File: config.mk
export PLATFORM = sky130hd
export DESIGN_NAME = dpi_event_queue_flat
export DESIGN_NICKNAME = d
export VERILOG_FILES = /design/src/rtl/dpi_event_queue_if.sv /design/src/rtl/dpi_event_queue.sv /design/src/flat_wrapper.sv
export SDC_FILE = /design/constraint.sdc
export NUM_CORES = 1
export LEC_CHECK = 0
export CAP_MARGIN = 10
export CORE_ASPECT_RATIO = 1.1
export CORE_MARGIN = 2
export CORE_UTILIZATION = 56
export CTS_CLUSTER_SIZE = 20
export DETAILED_ROUTE_END_ITERATION = 10
export DONT_BUFFER_PORTS = 1
export PLACE_DENSITY = 0.7
export REMOVE_ABC_BUFFERS = 1
export SYNTH_ARGS = -nofsm -noshare
export SYNTH_HDL_FRONTEND = slang
export SYNTH_SLANG_ARGS = --single-unit
File: constraint.sdc
create_clock -name clk -period 14.34 [get_ports clk]
set_input_delay 2.868 -clock clk [delete_from_list [all_inputs] [get_ports clk]]
set_output_delay 2.868 -clock clk [all_outputs]
set_load 0.02 [all_outputs]
File: src/rtl/dpi_event_queue_if.sv
// Drain port of the event queue: show-ahead head entry with a valid/ready handshake.
//   ev_valid  head entry available
//   ev_ready  consumer accepts head
//   ev_chan   head channel index
//   ev_stage  stage latched at detection
//   ev_time   timestamp latched at detection
// The master modport is the queue. The slave modport is the DPI-C bridge.
interface dpi_event_queue_if #(
    parameter int unsigned CH_W    = 4,
    parameter int unsigned STAGE_W = 3,
    parameter int unsigned TS_W    = 32
);
    logic               ev_valid;
    logic               ev_ready;
    logic [CH_W-1:0]    ev_chan;
    logic [STAGE_W-1:0] ev_stage;
    logic [TS_W-1:0]    ev_time;

    modport master (
        output ev_valid,
        output ev_chan,
        output ev_stage,
        output ev_time,
        input  ev_ready
    );

    modport slave (
        input  ev_valid,
        input  ev_chan,
        input  ev_stage,
        input  ev_time,
        output ev_ready
    );
endinterface

File: src/rtl/dpi_event_queue.sv
// Clocked event adapter for the DPI-C bridge.
// The block detects rising edges on NUM_CH level-type simulation signals. It also detects changes
// of the processor stage on pseudo-channel NUM_CH, when STAGE_EVT is set. Each event is stamped
// with the cycle timestamp and the stage. It is held in a per-channel pending slot and then
// pushed through a fixed-priority arbiter into a DEPTH-entry show-ahead FIFO.
// A rise on a channel that is already pending and is not being pushed is merged into drop_cnt_o.
//   clk, rst_n     clock, asynchronous active-low reset
//   ch_level_i     event levels, bit i = channel i
//   ch_mask_i      1 = channel enabled
//   stage_i        current processor stage
//   ev_if          drain port (master)
//   count_o        FIFO occupancy
//   drop_cnt_o     saturating count of merged events
module dpi_event_queue #(
    parameter int unsigned NUM_CH    = 8,
    parameter int unsigned DEPTH     = 16,
    parameter int unsigned TS_W      = 32,
    parameter int unsigned STAGE_W   = 3,
    parameter int unsigned STAGE_EVT = 1,
    parameter int unsigned CH_W      = $clog2(NUM_CH + 1)
) (
    input  logic                       clk,
    input  logic                       rst_n,
    input  logic [NUM_CH-1:0]          ch_level_i,
    input  logic [NUM_CH-1:0]          ch_mask_i,
    input  logic [STAGE_W-1:0]         stage_i,
    dpi_event_queue_if.master          ev_if,
    output logic [$clog2(DEPTH):0]     count_o,
    output logic [15:0]                drop_cnt_o
);

    localparam int unsigned NumSrc = NUM_CH + ((STAGE_EVT != 0) ? 1 : 0);
    localparam int unsigned AddrW  = $clog2(DEPTH);
    localparam int unsigned MrgW   = $clog2(NumSrc + 1);

    typedef struct packed {
        logic [CH_W-1:0]    chan;
        logic [STAGE_W-1:0] stage;
        logic [TS_W-1:0]    ts;
    } entry_t;

    logic [TS_W-1:0]    ts_q;
    logic [NUM_CH-1:0]  lvl_q;
    logic [NUM_CH-1:0]  lvl_rise;
    logic [NumSrc-1:0]  rise;
    logic [NumSrc-1:0]  pend_q, pend_d;
    logic [TS_W-1:0]    cap_ts_q    [NumSrc];
    logic [TS_W-1:0]    cap_ts_d    [NumSrc];
    logic [STAGE_W-1:0] cap_stage_q [NumSrc];
    logic [STAGE_W-1:0] cap_stage_d [NumSrc];
    logic [15:0]        drop_q, drop_d;
    logic [MrgW-1:0]    merge_n;
    logic [16:0]        drop_sum;

    logic               gnt_vld;
    logic [CH_W-1:0]    gnt_idx;
    logic               push, pop, full;
    entry_t             mem_q [DEPTH];
    entry_t             wdata, head;
    logic [AddrW-1:0]   wr_ptr_q, rd_ptr_q;
    logic [AddrW:0]     count_q, count_d;

    assign lvl_rise = ch_level_i & ~lvl_q & ch_mask_i;

    if (STAGE_EVT != 0) begin : g_stage
        logic [STAGE_W-1:0] stage_q;
        always_ff @(posedge clk or negedge rst_n) begin
            if (!rst_n) stage_q <= '0;
            else        stage_q <= stage_i;
        end
        // The stage pseudo-channel is the top index, so it has the lowest priority.
        assign rise = {stage_i != stage_q, lvl_rise};
    end else begin : g_no_stage
        assign rise = lvl_rise;
    end

    // Fixed priority: scan from the top down so that the lowest pending index is kept.
    always_comb begin
        gnt_vld = 1'b0;
        gnt_idx = '0;
        for (int i = NumSrc - 1; i >= 0; i--) begin
            if (pend_q[i]) begin
                gnt_vld = 1'b1;
                gnt_idx = CH_W'(i);
            end
        end
    end

    assign full  = (count_q == (AddrW + 1)'(DEPTH));
    assign pop   = ev_if.ev_valid & ev_if.ev_ready;
    assign push  = gnt_vld & (~full | pop);
    assign wdata = '{chan: gnt_idx, stage: cap_stage_q[gnt_idx], ts: cap_ts_q[gnt_idx]};

    always_comb begin
        pend_d      = pend_q;
        cap_ts_d    = cap_ts_q;
        cap_stage_d = cap_stage_q;
        merge_n     = '0;
        for (int i = 0; i < NumSrc; i++) begin
            if (push && (gnt_idx == CH_W'(i))) pend_d[i] = 1'b0;
            if (rise[i]) begin
                // A slot that empties this cycle takes the new rise as a fresh event.
                if (!pend_q[i] || (push && (gnt_idx == CH_W'(i)))) begin
                    pend_d[i]      = 1'b1;
                    cap_ts_d[i]    = ts_q;
                    cap_stage_d[i] = stage_i;
                end else begin
                    merge_n = merge_n + MrgW'(1);
                end
            end
        end
    end

    assign drop_sum = {1'b0, drop_q} + 17'(merge_n);
    assign drop_d   = drop_sum[16] ? 16'hFFFF : drop_sum[15:0];

    always_comb begin
        count_d = count_q;
        unique case ({push, pop})
            2'b10:   count_d = count_q + 1'b1;
            2'b01:   count_d = count_q - 1'b1;
            default: count_d = count_q;
        endcase
    end

    always_ff @(posedge clk or negedge rst_n) begin
        if (!rst_n) begin
            ts_q     <= '0;
            lvl_q    <= '0;
            pend_q   <= '0;
            drop_q   <= '0;
            wr_ptr_q <= '0;
            rd_ptr_q <= '0;
            count_q  <= '0;
            for (int i = 0; i < NumSrc; i++) begin
                cap_ts_q[i]    <= '0;
                cap_stage_q[i] <= '0;
            end
        end else begin
            ts_q        <= ts_q + 1'b1;
            lvl_q       <= ch_level_i;
            pend_q      <= pend_d;
            cap_ts_q    <= cap_ts_d;
            cap_stage_q <= cap_stage_d;
            drop_q      <= drop_d;
            count_q     <= count_d;
            if (push) wr_ptr_q <= wr_ptr_q + 1'b1;
            if (pop)  rd_ptr_q <= rd_ptr_q + 1'b1;
        end
    end

    // The storage has no reset. The head is masked while the queue is empty.
    always_ff @(posedge clk) begin
        if (push) mem_q[wr_ptr_q] <= wdata;
    end

    assign head           = mem_q[rd_ptr_q];
    assign ev_if.ev_valid = (count_q != '0);
    assign ev_if.ev_chan  = ev_if.ev_valid ? head.chan  : '0;
    assign ev_if.ev_stage = ev_if.ev_valid ? head.stage : '0;
    assign ev_if.ev_time  = ev_if.ev_valid ? head.ts    : '0;
    assign count_o        = count_q;
    assign drop_cnt_o     = drop_q;

endmodule

File: src/flat_wrapper.sv
// flat-port wrapper written by rule: the top's interface ports become plain ports
module dpi_event_queue_flat 
#(
    parameter int unsigned NUM_CH    = 8,
    parameter int unsigned DEPTH     = 16,
    parameter int unsigned TS_W      = 32,
    parameter int unsigned STAGE_W   = 3,
    parameter int unsigned STAGE_EVT = 1,
    parameter int unsigned CH_W      = $clog2(NUM_CH + 1)
)
  (clk, rst_n, ch_level_i, ch_mask_i, stage_i, count_o, drop_cnt_o, ev_if_ev_valid, ev_if_ev_chan, ev_if_ev_stage, ev_if_ev_time, ev_if_ev_ready);
  dpi_event_queue_if #(.CH_W(CH_W), .STAGE_W(STAGE_W), .TS_W(TS_W)) ev_if_i ();
  input  logic clk;
  input  logic rst_n;
  input  logic [NUM_CH-1:0] ch_level_i;
  input  logic [NUM_CH-1:0] ch_mask_i;
  input  logic [STAGE_W-1:0] stage_i;
  output logic [$clog2(DEPTH):0] count_o;
  output logic [15:0] drop_cnt_o;
  output wire logic [$bits(ev_if_i.ev_valid)-1:0] ev_if_ev_valid;
  output wire logic [$bits(ev_if_i.ev_chan)-1:0] ev_if_ev_chan;
  output wire logic [$bits(ev_if_i.ev_stage)-1:0] ev_if_ev_stage;
  output wire logic [$bits(ev_if_i.ev_time)-1:0] ev_if_ev_time;
  input wire logic [$bits(ev_if_i.ev_ready)-1:0] ev_if_ev_ready;
  assign ev_if_ev_valid = ev_if_i.ev_valid;
  assign ev_if_ev_chan = ev_if_i.ev_chan;
  assign ev_if_ev_stage = ev_if_i.ev_stage;
  assign ev_if_ev_time = ev_if_i.ev_time;
  assign ev_if_i.ev_ready = ev_if_ev_ready;
  dpi_event_queue #(.NUM_CH(NUM_CH), .DEPTH(DEPTH), .TS_W(TS_W), .STAGE_W(STAGE_W), .STAGE_EVT(STAGE_EVT), .CH_W(CH_W)) u_core (.clk(clk), .rst_n(rst_n), .ch_level_i(ch_level_i), .ch_mask_i(ch_mask_i), .stage_i(stage_i), .ev_if(ev_if_i), .count_o(count_o), .drop_cnt_o(drop_cnt_o));
endmodule
Word-level counts from Yosys, hierarchy flattened
Memory sizes are Yosys's and may differ from the RTL's.
Index checks and enable logic that the tools add are counted.
Widths: inputs -> output; s select.
{"block": "word_totals", "regBits": 396, "latch_bits": 0, "mem_bits_rw": 624, "rom_bits": 0, "n_memories": 1}
{"block": "classes", "addsub": 14, "mul": 0, "n_div": 0, "magnitude_cmp": 1, "n_eq_ne": 12, "shifts": 0, "mux": 76, "bitwise_logic": 8, "n_reduce_logical": 39}
{"memory": "u_core.mem_q", "words": 16, "width": 39, "read_ports": 1, "rd_ports_with_merged_regs": 0, "wr": 1, "line_no": "dpi_event_queue.sv:58", "text": "entry_t mem_q [DEPTH];"}
{"cell": "$bmux 32 s4", "count": 1}
{"cell": "$mux 4", "count": 27}
{"cell": "$mux 32", "count": 3}
{"cell": "$add 4x1->4 const B", "count": 10}
{"cell": "$mux 1", "count": 39}
{"cell": "$add 32x1->32 const B", "count": 1}
{"cell": "$reduce_and 2->1", "count": 9}
{"cell": "$add 16x4->17", "count": 1}
{"cell": "$and 8x8->8", "count": 2}
{"cell": "$eq 4x3->1 const B", "count": 4}
{"cell": "$mux 16", "count": 1}
{"cell": "$bmux 3 s4", "count": 1}
{"cell": "$pmux 5 s2", "count": 1}
{"cell": "$logic_and 1x1->1", "count": 9}
{"cell": "$logic_not 1->1", "count": 9}
{"cell": "$logic_or 1x1->1", "count": 9}
{"cell": "$mux 3", "count": 3}
{"cell": "$eq 4x2->1 const B", "count": 2}
{"cell": "$not 8->8", "count": 1}
{"cell": "$add 5x1->5 const B", "count": 1}
{"cell": "$eq 5x5->1 const B", "count": 1}
{"cell": "$ge 5x5->1 const B", "count": 1}
{"cell": "$not 4->5", "count": 1}
{"cell": "$reduce_bool 5->1", "count": 1}
{"cell": "other kinds (11)", "count": 12}

Longest topological paths before layout
{"block": "logic_depth", "ltp_word": 40, "mapped_depth": 35, "depth_no_buf": 33}

Worst setup path before layout
OpenSTA, ideal clock, no wires.
{"block": "synth_timing", "kind": "input-to-reg", "startpoint": "in ev_if_ev_ready", "endpoint": "reg u_core.drop_q[15], in the netlist u_core.drop_cnt_o[15]", "setup_ns": 0.119, "arrival_ns": 8.976, "t_required_ns": 14.221, "path_slack_ns": 5.245, "path_stages": 34, "n_path_buf": 2, "path_cell_list": "nor2b_1 > and2_0 > clkbuf_1 > nand2_1 > nor2_1 > ha_1 > and4b_1 > buf_1 > a31oi_1 > inv_1 > ha_1 > o31ai_1 > xnor2_1 > a21boi_0 > a22o_1 > ha_1 > xnor2_1 > a32o_1 > a211oi_2 > ha_1 > nand2_1 > nand2_1 > ha_1 > mux2_2 > ha_1 > a21o_1 > a21oi_1 > inv_1 > a21oi_1 > or3b_2 > nor2_1 > and3_1 > nand3_1 > o21a_1"}
{"block": "synth_between", "elab_chain_len": 33}
{"element": "start: declaration", "line_no": "flat_wrapper.sv:24", "text": "input wire logic [$bits(ev_if_i.ev_ready)-1:0] ev_if_ev_ready;"}
{"element": "$and 1x1->1 *", "line_no": "dpi_event_queue.sv:90", "text": "assign pop = ev_if.ev_valid & ev_if.ev_ready;"}
{"element": "$or 1x1->1 *", "line_no": "dpi_event_queue.sv:91", "text": "assign push = gnt_vld & (~full | pop);"}
{"element": "$and 1x1->1 *", "line_no": "dpi_event_queue.sv:91"}
{"element": "$logic_and 1x1->1", "line_no": "dpi_event_queue.sv:103", "text": "if (!pend_q[i] || (push && (gnt_idx == CH_W'(i)))) begin"}
{"element": "$logic_or 1x1->1", "line_no": "dpi_event_queue.sv:103"}
{"element": "$mux 1", "line_no": "dpi_event_queue.sv:103"}
{"element": "$mux 4", "line_no": "dpi_event_queue.sv:101", "text": "if (rise[i]) begin"}
{"element": "$add 4x1->4", "line_no": "dpi_event_queue.sv:108", "text": "merge_n = merge_n + MrgW'(1);"}
{"element": "[... 18 more ...]"}
{"element": "$mux 4", "line_no": "dpi_event_queue.sv:103"}
{"element": "$mux 4", "line_no": "dpi_event_queue.sv:101"}
{"element": "$add 4x1->4", "line_no": "dpi_event_queue.sv:108"}
{"element": "$mux 4", "line_no": "dpi_event_queue.sv:103"}
{"element": "$mux 4 *", "line_no": "dpi_event_queue.sv:101"}
{"element": "$add 16x4->17 *", "line_no": "dpi_event_queue.sv:114", "text": "assign drop_sum = {1'b0, drop_q} + 17'(merge_n);"}
{"element": "$mux 16 *", "line_no": "dpi_event_queue.sv:115", "text": "assign drop_d = drop_sum[16] ? 16'hFFFF : drop_sum[15:0];"}
{"element": "via u_core.drop_d[15]", "line_no": "dpi_event_queue.sv:51", "text": "logic [15:0] drop_q, drop_d;"}
{"element": "end signal: assignment", "line_no": "dpi_event_queue.sv:145", "text": "drop_q <= drop_d;"}
{"element": "end: declaration", "line_no": "dpi_event_queue.sv:51"}
The timed path passes the listed nets; every way through them passes the cells marked *.
A chain may end at the register's enable or synchronous reset.

Worst setup path in the final report
{"block": "layout_timing", "startpoint": "in ev_if_ev_ready", "endpoint": "reg u_core.drop_q[2], in the netlist u_core.drop_cnt_o[2]"}
Same word-level chain as after synthesis.

==> reports/qor.log <==
qor: status.status finished, final reports clean
qor: power_and_ir_drop.power-per-cell-area 190 nW/um2
qor: route.drt_iter0_drc 1,943
qor: logic_synthesis.yosys_register_bits 1,020
qor: global_route.grt_usage 24.2%
qor: clock_tree.clkTransAtPathRegs 0.06 ns
qor: power_and_ir_drop.power.switching 2.73 mW
qor: clock_tree.cts_repair_resize_count 0
qor: place.gp_routability_congestion 0.808
qor: timing.clock-skew-final 0.0285 ns
qor: timing.finalCriticalPeriod 9.24 ns
qor: logic_synthesis.synth_top_area_cell edfxtp_1
qor: logic_synthesis.yosysSeqAreaShare 67.9%
qor: logic_synthesis.postSynthCellCount 2,457
qor: worst_setup_path.critPathSlowestCell or3_1
qor: logic_synthesis.syn_area 42,200 um2
qor: route.vias_per_cell 6.28
qor: clock_tree.cts_hold_repair.buffers 0
qor: logic_synthesis.synth_enable_flop_cells 624
qor: worst_setup_path.cp.arrival 9.80 ns
qor: clock_tree.cts_root_buffer clkbuf_16
qor: route.finalWirelength 91,900 um
qor: timing.tightestPinTransition 1.11 ns
qor: power_and_ir_drop.ir_worst_vdd 0.000130 V
qor: worst_setup_path.r2r_end u_core.drop_cnt_o[2]
qor: worst_setup_path.rrSetupSlack 6.57 ns
qor: logic_synthesis.post_synth_main_area_contributors edfxtp_1 44%, dfrtp_1 23%, mux4_2 10%
qor: logic_synthesis.syn_avg_cell_area 17.2 um2
qor: timing.slew_violations 0
qor: hold_path.worst_hold_path.endpoint u_core.cap_ts_q[64]
qor: logic_synthesis.async_flop_share 38.8%
qor: worst_setup_path.cp_data_required_time 14.90 ns
qor: logic_synthesis.synth_most_common_cell edfxtp_1
qor: floorplan.coreArea 74,600 um2
qor: job.drv.max_cap_violation_count 0
qor: timing.setup_tns 0 ns
qor: worst_setup_path.delay_contributed_by_the_slowest_stage_of_the_critical_path 0.58 ns
qor: finish.num-fill-cells 5,356
qor: floorplan.design.die.area 77,500 um2
qor: timing.fmax 108 MHz
qor: clock_tree.cts_made_buffers 98
qor: route.drt_first_pass_iters 7
qor: power_and_ir_drop.p_clk_share 28.7%
qor: finish.final_util 62.3%
qor: worst_setup_path.regToRegStartpoint u_core.count_o[1]
qor: global_route.number_of_antenna_violations_at_the_first_check_in_global_routing 1
qor: timing.finalCritPeriodShare 64.4%
qor: worst_setup_path.crit_fanout 13
qor: logic_synthesis.synth_top_cells_by_count 624 x edfxtp_1, 396 x dfrtp_1, 312 x mux2_2
qor: hold_path.worstHoldPathCells 2
qor: global_route.grt_pass1_wl 141,000 um
qor: finish.areaGrowthSynthToFinish 10.3%
qor: worst_setup_path.worstRegToRegCells 31
qor: floorplan.die_width 266 um
qor: global_route.largest_net_degree_at_the_start_of_global_routing 397
qor: clock_tree.cts_setup_buffers 0
qor: logic_synthesis.dominantRegCellSynth edfxtp_1
qor: global_route.overflow_left_after_global_routing 0
qor: clock_tree.tritoncts yes
qor: worst_setup_path.worstSetupEndpointType flop
qor: global_route.first_global_vias 23,300
qor: floorplan.initial_utilization 56.5%
qor: power_and_ir_drop.pwr-share-seq 44.3%
qor: clock_tree.clock_tree.buffer_depth 3
qor: worst_setup_path.ws_path_type primary input to flop
qor: floorplan.ios 83
qor: place.detailed_place_hpwl 47,100 um
qor: logic_synthesis.ys_warn_count 0
qor: route.route.detailed.wl_per_inst 26.4 um
qor: hold_path.min-delay-path-class flop to flop
qor: logic_synthesis.yosys.cell_types.count 60
qor: clock_tree.cts.sink_count 1,020
qor: route.antenna_violating_nets_post_route 0
qor: power_and_ir_drop.p_int 6.12 mW
qor: hold_path.holdCritStartpoint u_core.cap_ts_q[64]
qor: timing.setup-violations-final 0
qor: finish.drive_gt1_share 29.7%
qor: timing.rsz0062_at_grt false
qor: power_and_ir_drop.power.share.combinational 27.0%
qor: timing.timing.final.hold_violations 0
qor: worst_setup_path.crit_path_start_kind primary input
qor: finish.finish.net_count 2,480
qor: clock_tree.clk_latency 0.66 ns
qor: power_and_ir_drop.p_leak 17.8 nW
qor: route.dr_total_vias 21,900
qor: floorplan.placement_rows 105
qor: timing.slew_headroom 25.7%
qor: place.io_buffers 0
qor: power_and_ir_drop.net_sw_share 30.9%
qor: route.detail_route.drc_violations 0
qor: floorplan.die_h 292 um
qor: clock_tree.h_tree_lvls 3
qor: logic_synthesis.synth.top_cell.area_share 44.4%
-- power groups by stage --
stage / registers [mW] / logic, mW / clock network [mW]
after global routing: 3.96 / 2.55 / 2.70
after global placement: 3.95 / 2.40 / 0
final: 3.92 / 2.39 / 2.54
after detailed placement: 3.98 / 2.43 / 0
after floorplan: 4.04 / 1.85 / 0
after CTS: 3.93 / 2.44 / 2.59
-- registers in the layout, indices dropped and copies added, names as in the netlist --
register,cells
u_core.lvl_q,8
u_core.pend_q,9
u_core.rd_ptr_q,4
u_core.ts_q,32
u_core.count_o,5
u_core.drop_cnt_o,16
u_core.wr_ptr_q,4
u_core.cap_stage_q,27
u_core.g_stage.stage_q,3
u_core.cap_ts_q,288
u_core.mem_q,624
-- metrics by stage --
stage / area, um2 / setup WS, ns / hold WS [ns] / power [mW] / instances
after floorplan: 41600 / 2.87 / 0.449 / 5.90 / 2294
after global placement: 43300 / 4.82 / 0.463 / 6.35 / 3299
after detailed placement: 43300 / 4.55 / 0.470 / 6.41 / 3299
after CTS: 46500 / 5.21 / 0.483 / 8.95 / 3480
after global routing: 46500 / 4.51 / 0.509 / 9.22 / 3480
final: 46500 / 5.10 / 0.482 / 8.85 / 3481
-- critical path, delay by kind of cell --
kind                       cells  cell delay, ns
xor gates and xnor gates       2            0.36
buffers and inverters          2            0.15
AOI/OAI and AO/OA              8            1.95
muxes                          1            0.16
adders and majority gates      6            1.97
and+or+nand+nor               12            2.36
-- logic make-up (layout without fill, tap and decap cells) --
| logic type | count (synthesis) | count (layout) | synth area share, % |
|---|---|---|---|
| flops | 1020 | 1020 | 67.9 |
| fa+ha+maj | 22 | 22 | 0.688 |
| xor+xnor | 72 | 72 | 1.53 |
| buf+inv | 187 | 247 | 1.69 |
| other cells | 0 | 1 | 0 |
| mux | 579 | 579 | 20.5 |
| simple gates | 333 | 333 | 3.94 |
| compound gates | 244 | 244 | 3.78 |
-- per-layer routing --
metal	vias to the layer above	share of wire, %	track usage, %
met5	-	0	0
met3	139	5.1	2.99
met4	0	2.1	6.55
met2	652	52	42.4
met1	11700	41	32.3
li1	9409	-	-
-- area by class of cell --
type                       instances  area, um2  share of cell area (%)
tap                              963       1200                    2.59
inverter                          24       90.1                   0.194
sequential                      1020      28700                    61.6
clock buffer                     131       2730                    5.88
multi-input combinational       1250      13000                    28.0
clock inverter                    50        474                    1.02
antenna                            1       2.50                 0.00538
timing repair buffer              42        315                   0.678
-- placed cells by master (no fill, tap or decap), types with 42 or more instances in the layout --
cell type / synthesis / routed
mux2i_1: 72 / 72
xnor2_1: 51 / 51
mux4_2: 195 / 195
a22oi_1: 104 / 104
nand2_1: 133 / 129
clkbuf_16: 0 / 100
o21ai_0: 93 / 92
mux2_2: 312 / 312
dfrtp_1: 396 / 392
and2_1: 46 / 46
edfxtp_1: 624 / 624
buf_4: 0 / 42
-- worst max-delay path by stage --
stage,from,to,slack [ns],depth (start not counted)
floorplan,u_core.pend_q[6],u_core.mem_q[0][31],2.87,9
global placement,ev_if_ev_ready,u_core.drop_cnt_o[15],4.82,32
detailed placement,ev_if_ev_ready,u_core.drop_cnt_o[2],4.55,30
CTS,ev_if_ev_ready,u_core.drop_cnt_o[2],5.21,30
global route,ev_if_ev_ready,u_core.drop_cnt_o[2],4.51,30
finish,ev_if_ev_ready,u_core.drop_cnt_o[2],5.10,31
(Power assumes the default switching activity.)
